File: src/rtl/eeg_epoch_sequencer.sv
// rtl/eeg_epoch_sequencer.sv - epoch framing and rate-limited EEG sample feed to the CiM accelerator
module eeg_epoch_sequencer #(
    parameter int SAMPLES_PER_EPOCH = 3000,
    parameter int FIFO_DEPTH        = 16,
    parameter int SAMPLE_GAP        = 2,
    parameter int ADC_W             = 16,
    parameter int STAGE_W           = 3
) (
    input  logic               clk,
    input  logic               rst_n,
    input  logic               epoch_tick,
    input  logic               adc_valid,
    input  logic [ADC_W-1:0]   adc_data,
    output logic               new_sleep_epoch,
    output logic               start_eeg_load,
    output logic               new_eeg_data,
    output logic [ADC_W-1:0]   eeg,
    input  logic               inference_complete,
    input  logic [STAGE_W-1:0] inferred_sleep_stage,
    output logic               stage_valid,
    output logic [STAGE_W-1:0] stage,
    output logic               busy,
    output logic               overflow,
    output logic               epoch_overrun
);
    localparam int PTR_W = (FIFO_DEPTH > 1) ? $clog2(FIFO_DEPTH) : 1;
    localparam int OCC_W = PTR_W + 1;
    localparam int CNT_W = $clog2(SAMPLES_PER_EPOCH + 1);
    localparam int GAP_W = (SAMPLE_GAP > 0) ? $clog2(SAMPLE_GAP + 1) : 1;
    localparam logic [OCC_W-1:0] OCC_FULL = OCC_W'(FIFO_DEPTH);
    localparam logic [CNT_W-1:0] CNT_LAST = CNT_W'(SAMPLES_PER_EPOCH - 1);
    localparam logic [GAP_W-1:0] GAP_LOAD = GAP_W'(SAMPLE_GAP);

    typedef enum logic [1:0] {IDLE, START, STREAM, WAIT_INF} state_t;

    state_t             state;
    logic [ADC_W-1:0]   mem [FIFO_DEPTH];
    logic [PTR_W-1:0]   wr_ptr;
    logic [PTR_W-1:0]   rd_ptr;
    logic [OCC_W-1:0]   occ;
    logic [CNT_W-1:0]   count;
    logic [GAP_W-1:0]   gap;

    logic fifo_empty;
    logic fifo_full;
    logic issue;
    logic last_issue;
    logic push_window;
    logic push;
    logic drop;

    assign fifo_empty  = (occ == '0);
    assign fifo_full   = (occ == OCC_FULL);
    assign issue       = (state == STREAM) && !fifo_empty && (gap == '0);
    // The final issue of an epoch flushes the FIFO, so a sample arriving on that edge is discarded.
    assign last_issue  = issue && (count == CNT_LAST);
    assign push_window = (state == START) || ((state == STREAM) && !last_issue);
    // A full FIFO still accepts a sample when the head leaves on the same edge.
    assign push        = push_window && adc_valid && (!fifo_full || issue);
    assign drop        = push_window && adc_valid && fifo_full && !issue;
    assign busy        = (state != IDLE);

    // Sample storage; contents are only meaningful between the pointers, so no reset is needed.
    always_ff @(posedge clk) begin
        if (push) begin
            mem[wr_ptr] <= adc_data;
        end
    end

    // Epoch sequencing FSM with FIFO bookkeeping, issue pacing and registered CiM-side outputs.
    always_ff @(posedge clk or negedge rst_n) begin
        if (!rst_n) begin
            state           <= IDLE;
            wr_ptr          <= '0;
            rd_ptr          <= '0;
            occ             <= '0;
            count           <= '0;
            gap             <= '0;
            new_sleep_epoch <= 1'b0;
            start_eeg_load  <= 1'b0;
            new_eeg_data    <= 1'b0;
            eeg             <= '0;
            stage_valid     <= 1'b0;
            stage           <= '0;
            overflow        <= 1'b0;
            epoch_overrun   <= 1'b0;
        end else begin
            new_sleep_epoch <= 1'b0;
            start_eeg_load  <= 1'b0;
            new_eeg_data    <= 1'b0;
            stage_valid     <= 1'b0;

            if (epoch_tick && (state != IDLE)) begin
                epoch_overrun <= 1'b1;
            end
            if (drop) begin
                overflow <= 1'b1;
            end

            if (push) begin
                wr_ptr <= wr_ptr + PTR_W'(1);
            end
            if (issue) begin
                rd_ptr       <= rd_ptr + PTR_W'(1);
                eeg          <= mem[rd_ptr];
                new_eeg_data <= 1'b1;
                count        <= count + CNT_W'(1);
                gap          <= GAP_LOAD;
            end else if ((state == STREAM) && (gap != '0)) begin
                gap <= gap - GAP_W'(1);
            end
            if (push && !issue) begin
                occ <= occ + OCC_W'(1);
            end else if (issue && !push) begin
                occ <= occ - OCC_W'(1);
            end

            // Flushes below are placed last so they override the push/pop updates above.
            case (state)
                IDLE: begin
                    if (epoch_tick) begin
                        state           <= START;
                        overflow        <= 1'b0;
                        epoch_overrun   <= 1'b0;
                        count           <= '0;
                        gap             <= '0;
                        wr_ptr          <= '0;
                        rd_ptr          <= '0;
                        occ             <= '0;
                        new_sleep_epoch <= 1'b1;
                        start_eeg_load  <= 1'b1;
                    end
                end
                START: begin
                    state <= STREAM;
                end
                STREAM: begin
                    if (last_issue) begin
                        state  <= WAIT_INF;
                        wr_ptr <= '0;
                        rd_ptr <= '0;
                        occ    <= '0;
                    end
                end
                WAIT_INF: begin
                    if (inference_complete) begin
                        stage       <= inferred_sleep_stage;
                        stage_valid <= 1'b1;
                        state       <= IDLE;
                    end
                end
                default: state <= IDLE;
            endcase
        end
    end
endmodule
File: config.mk
export PLATFORM = sky130hd
export DESIGN_NAME = eeg_epoch_sequencer
export DESIGN_NICKNAME = d
export VERILOG_FILES = /design/src/rtl/eeg_epoch_sequencer.sv
export SDC_FILE = /design/constraint.sdc
export NUM_CORES = 1
export LEC_CHECK = 0
export CAP_MARGIN = 20
export CORE_MARGIN = 5
export CORE_UTILIZATION = 65
export CTS_CLUSTER_DIAMETER = 100
export CTS_CLUSTER_SIZE = 10
export DETAILED_ROUTE_END_ITERATION = 10
export DONT_BUFFER_PORTS = 1
export PLACE_DENSITY = 0.93
export SLEW_MARGIN = 0
export SYNTH_ARGS = -nofsm -noshare
export SYNTH_HDL_FRONTEND = slang
export SYNTH_SLANG_ARGS = --single-unit
File: constraint.sdc
create_clock -name clk -period 4.6 [get_ports clk]
set_input_delay 0.69 -clock clk [delete_from_list [all_inputs] [get_ports clk]]
set_output_delay 0.69 -clock clk [all_outputs]
set_load 0.05 [all_outputs]
Word level (Yosys, flattened, before mapping)
Memories as Yosys holds them, arrays and structs flattened. A register that Yosys moved wholly into a read port is not among the register bits.
Cells that the tools add are included.
{ "classes": {"shift": 0, "n_bitwise": 0, "n_reduce_logical": 27, "div": 0, "n_eq_ne": 8, "n_mul": 0, "order_cmp": 0, "n_mux": 37, "n_addsub": 6} }
{ "op_table": {"columns": ["operator", "count"], "rows": [
  ["12-bit two-way mux", 3],
  ["4-bit two-way mux", 6],
  ["5-bit two-way mux", 4],
  ["4-bit case mux with 2 select lines", 2],
  ["2-bit two-way mux", 7],
  ["1-bit two-way mux", 13],
  ["12-bit by 1-bit adder with 12-bit output (second input constant)", 1],
  ["12-bit == test (second input constant)", 1],
  ["1-bit logical AND", 12],
  ["5-bit case mux with 2 select lines", 1],
  ["4-bit by 1-bit adder with 4-bit output (second input constant)", 2],
  ["2-bit case mux with 4 select lines", 1],
  ["1-bit zero test", 6],
  ["2-bit != test (second input constant)", 3],
  ["5-bit by 1-bit adder with 5-bit output (second input constant)", 1],
  ["5-bit == test (second input constant)", 1],
  ["5-bit zero test", 1],
  ["5-bit by 1-bit subtractor with 5-bit output (second input constant)", 1],
  ["2-bit == test (second input constant)", 2],
  ["2-bit zero test", 2],
  ["2-bit nonzero test", 2],
  ["3-bit AND reduction", 1],
  ["2-bit by 1-bit == test with 1-bit output (second input constant)", 1],
  ["1-bit logical OR", 2],
  ["other kinds (2)", 2]
]} }
{ "totals": {"romBits": 0, "latchBits": 0, "ramBits": 256, "reg_bits": 37, "word_cells": 91, "in_bits": 24, "mem_count": 1, "output_inout_bits": 26} }
{ "memory_table": {"columns": ["name", "depth", "width", "rd", "rd_clocked_by_memory_dff", "write_ports", "line", "rtl"], "rows": [
  ["mem", 16, 16, 1, 1, 1, "37", "logic [ADC_W-1:0] mem [FIFO_DEPTH];"]
]} }

Logic depth before layout (Yosys ltp)
{ "depth": {"ltp_word": 16, "mapped_depth": 10, "ltp_nobuf": 8} }

Worst setup path before layout
Ideal clock, no wire load.
{ "synth_path": {"kind": "register to register", "startpoint": "reg state[0]", "endpoint": "mem mem[0][0] (enable)", "required_ns": 4.191, "arrival_time_ns": 2.756, "period_less_slack_ns": 3.165, "path_stages_with_launch": 8, "slack_ns": 1.435, "setup_time_ns": 0.409, "path_buffers": 0, "cell_sequence": "dfrtp_1 > inv_1 > ha_1 > nand2_1 > a41oi_1 > o21a_1 > nand2_1 > nor3_1"} }
{ "synth_between": {"elab_chain_cells": 11, "elab_cells_between_ends": 13, "classes_between": "eq/ne (2); mux (2); reduce/logical (9)"} }
{ "synth_lines": {"columns": ["element", "line", "rtl"], "rows": [
  ["start, declared", "36", "state_t state;"],
  ["start signal, assigned", "73", "state <= IDLE;"],
  ["start signal, assigned", "122", "state <= START;"],
  ["start signal, assigned", "135", "state <= STREAM;"],
  ["2-bit == test", "54, 57", null],
  ["1-bit logical AND (2 in series)", "54", "assign issue = (state == STREAM) && !fifo_empty && (gap == '0);"],
  ["1-bit logical AND", "56", "assign last_issue = issue && (count == CNT_LAST);"],
  ["1-bit zero test", "57", "assign push_window = (state == START) || ((state == STREAM) && !last_issue);"],
  ["1-bit logical AND", "57", null],
  ["1-bit logical OR", "57", null],
  ["1-bit logical AND", "59", "assign push = push_window && adc_valid && (!fifo_full || issue);"],
  ["1-bit logical AND *", "59", null],
  ["1-bit two-way mux *", "65", "if (push) begin"],
  ["1-bit two-way mux (not written as such) *", "66", "mem[wr_ptr] <= adc_data;"],
  ["end, declared", "37", null]
]} }
Mark *: on every way between the ends. The rest lies on a longest branch, timed or not.

Worst setup path in the final report
{ "layout_path": {"startpoint": "reg state[0]", "endpoint": "mem mem[1][12] (enable)"} }
Same word-level chain as after synthesis.

==> results.yml <==
outcome:
  status: "finished clean"
job:
  cap_violations: 0
worst_setup_path:
  endpoint: "mem[1][12]$_DFFE_PP_"
  rr_worst_depth: 8
  critical_path_required_ns: 4.80
  worst_r2r_startpoint: "state[0]$_DFFE_PN0P_"
  crit_type: "register to register"
  r2r_slack_ns: 1.27
  cp.arrival_ns: 3.53
  endpoint_kind: "register"
  setup.worst_path.start_class: "register"
  cp-startpoint: "state[0]$_DFFE_PN0P_"
  critical_path_peak_fanout: 9
  r2r_end: "mem[1][12]$_DFFE_PP_"
place:
  hpwl_um: 15600
  port_buffers: 0
  dpl-instance-area_um2: 12700
  place_congestion: 0.899
die:
  core_um2: 18700
  dieHeight_um: 148
  dieWidth_um: 148
  die-area_um2: 21800
  io_pins: 50
  start_util: 0.659
  rows: 50
synthesis:
  synth_area_leaders: "edfxtp_1 (62%), mux4_2 (12%), dfrtp_1 (11%)"
  synth_edf_count: 256
  yosysSeqAreaShare: 0.732
  syn_inst: 647
  ys_seq_elements: 309
  syn_area_um2: 12300
  ys_warn_count: 0
  yosys.area.top_type_share: 0.624
  synth_flop_cell: "edfxtp_1"
  yosysTopAreaCell: "edfxtp_1"
  async_reset_ff_frac: 0.172
  synthesis.nets: 685
  synth_area_per_cell_um2: 19.0
  synthDistinctLibCells: 54
global_route:
  use_met2: 0.402
  grt_max_degree: 54
  grtUsageMet1: 0.340
  grtUsageTotal: 0.248
  antenna_found_initial: 0
  use_met3: 0.0610
  grt.busiest_layer: "met2"
  grt_pass1_vias: 6654
  grt_pass1_wl_um: 40400
  grt-ovfl-total: 0
pwr:
  ir_drop_v: 0.000358
  leakage_nw: 4.67
  p_total_mw: 7.93
  power.density_nw_per_um2: 579
clock_tree:
  h-tree-depth: 2
  ctsResizeCount: 0
  root_buffer: "clkbuf_16"
  cts.hold.buffers_added: 1
  postCtsSetupBuffers: 0
  cts_tree: "yes"
  cts_buffers: 36
  clock_sinks: 309
  clk_latency_ns: 0.51
  clk_pin_slew_ns: 0.06
  clock_path_buffers: 3
sta:
  fmax_mhz: 300
  skew_ns: 0.0199
  final-hold-violation-count: 0
  rsz0062_at_grt: "false"
  fin_crit_sh: 0.724
  period_minus_slack_ns: 3.33
  setup_tns_ns: 0
  maxSlewViolCount: 0
  final-setup-viol-count: 0
  worst_pin_slew_ns: 1.13
  slew_headroom: 0.243
final_layout:
  drive_gt1_frac: 0.209
  diodes: 0
  nNetsFinal: 714
  final_core_util: 0.732
  design_area_um2: 13700
  area_growth_syn_to_layout_pct: 11.2
route:
  routedWlPerCell_um: 28.3
  drt_wl_total_um: 26100
  post-route-drc-count: 0
  route.vias.total: 6334
  vias_per_cell: 6.85
  ant_nets: 0
  drtIter0Drc: 812
  drtPass1Iterations: 5
worst_hold_path:
  hold_class: "input pin to async pin"
==> through the flow <==
step | hold slack (ns) | setup slack (ns) | instances
after floorplan | 0.394 | 1.43 | 647
final | 0.0407 | 1.27 | 924
after global routing | 0.0502 | 1.04 | 924
after global placement | 0.396 | 1.67 | 870
after detailed placement | 0.396 | 1.44 | 871
after CTS | 0.0389 | 1.38 | 924
==> worst max-delay path: stages (launching register included) <==
cell and delay, ns:
dfrtp_1 0.41, inv_1 0.11, ha_1 0.29, nand2_1 0.19, a41oi_1 0.55, o21a_1 0.33, nand2_1 0.19, nor3_2 0.64
buf_4 0.31
==> cell usage after synthesis, types with 9 or more instances <==
cell type / n
dfrtp_1: 53
mux2i_1: 33
nand2_1: 21
xor2_1: 9
nor3_1: 9
o22ai_1: 16
a21o_1: 18
ha_1: 14
mux4_2: 64
clkbuf_1: 10
inv_1: 12
nor2_1: 31
buf_2: 12
edfxtp_1: 256
==> cells in the final DEF, fill, tap and decap left out, drive strengths merged, types with 13 or more instances in the layout <==
master	synthesis	final
edfxtp	256	256
mux4	64	64
ha	14	14
nor2	31	31
mux2i	33	33
inv	13	13
dfrtp	53	53
buf	21	22
clkbuf	10	51
o22ai	16	16
nand2	22	22
a21o	18	18
==> sequential cells by signal (all words and copies together), names as in the netlist, named ones only <==
name	count
new_eeg_data	1
eeg	16
wr_ptr	4
stage	3
overflow	1
gap	2
stage_valid	1
mem	256
start_eeg_load	1
state	2
rd_ptr	4
occ	5
count	12
==> worst min path at each step <==
stage,startpoint,to,slack (ns),cells past startpoint
floorplan,rst_n,async pin,0.39,0
global placement,rst_n,count[7]$_DFF_PN0_,0.40,0
detailed placement,rst_n,count[11]$_DFF_PN0_,0.40,0
CTS,rst_n,wr_ptr[1]$_DFF_PN0_,0.04,1
global route,rst_n,stage[1]$_DFFE_PN0P_,0.05,1
finish,rst_n,occ[4]$_DFF_PN0_,0.04,1
==> per-layer routing <==
layer / part of all wire / vias up
met5: 0 / -
met4: 0.028 / 0
met3: 0.091 / 64
met2: 0.50 / 352
met1: 0.38 / 3292
li1: - / 2626
==> report_power, final <==
part,switching [mW],internal (mW)
clock network,1.01,1.49
logic,0.821,0.726
registers,0.583,3.29
total,2.42,5.51
==> cell families (layout without fill, tap and decap cells) <==
kind of cell	after synthesis	count (layout)	share of synthesized area
DFF	309	309	0.732
muxes	102	102	0.148
and+or+nand+nor	97	97	0.0412
AOI/OAI and AO/OA	64	64	0.0362
buffers and inverters	44	87	0.0164
xor gates and xnor gates	17	17	0.0121
adders and majority gates	14	14	0.0142
==> area by class of cell <==
class	instances	area, um2
Timing Repair Buffer	22	198
Clock buffer	51	1000
Clock inverter	1	16.3
Fill cell	1002	5000
Sequential cell	309	9020
Tap cell	234	293
Inverter	13	48.8
Multi-Input combinational cell	294	3130
No activity file was read; power rests on OpenSTA's default activity.
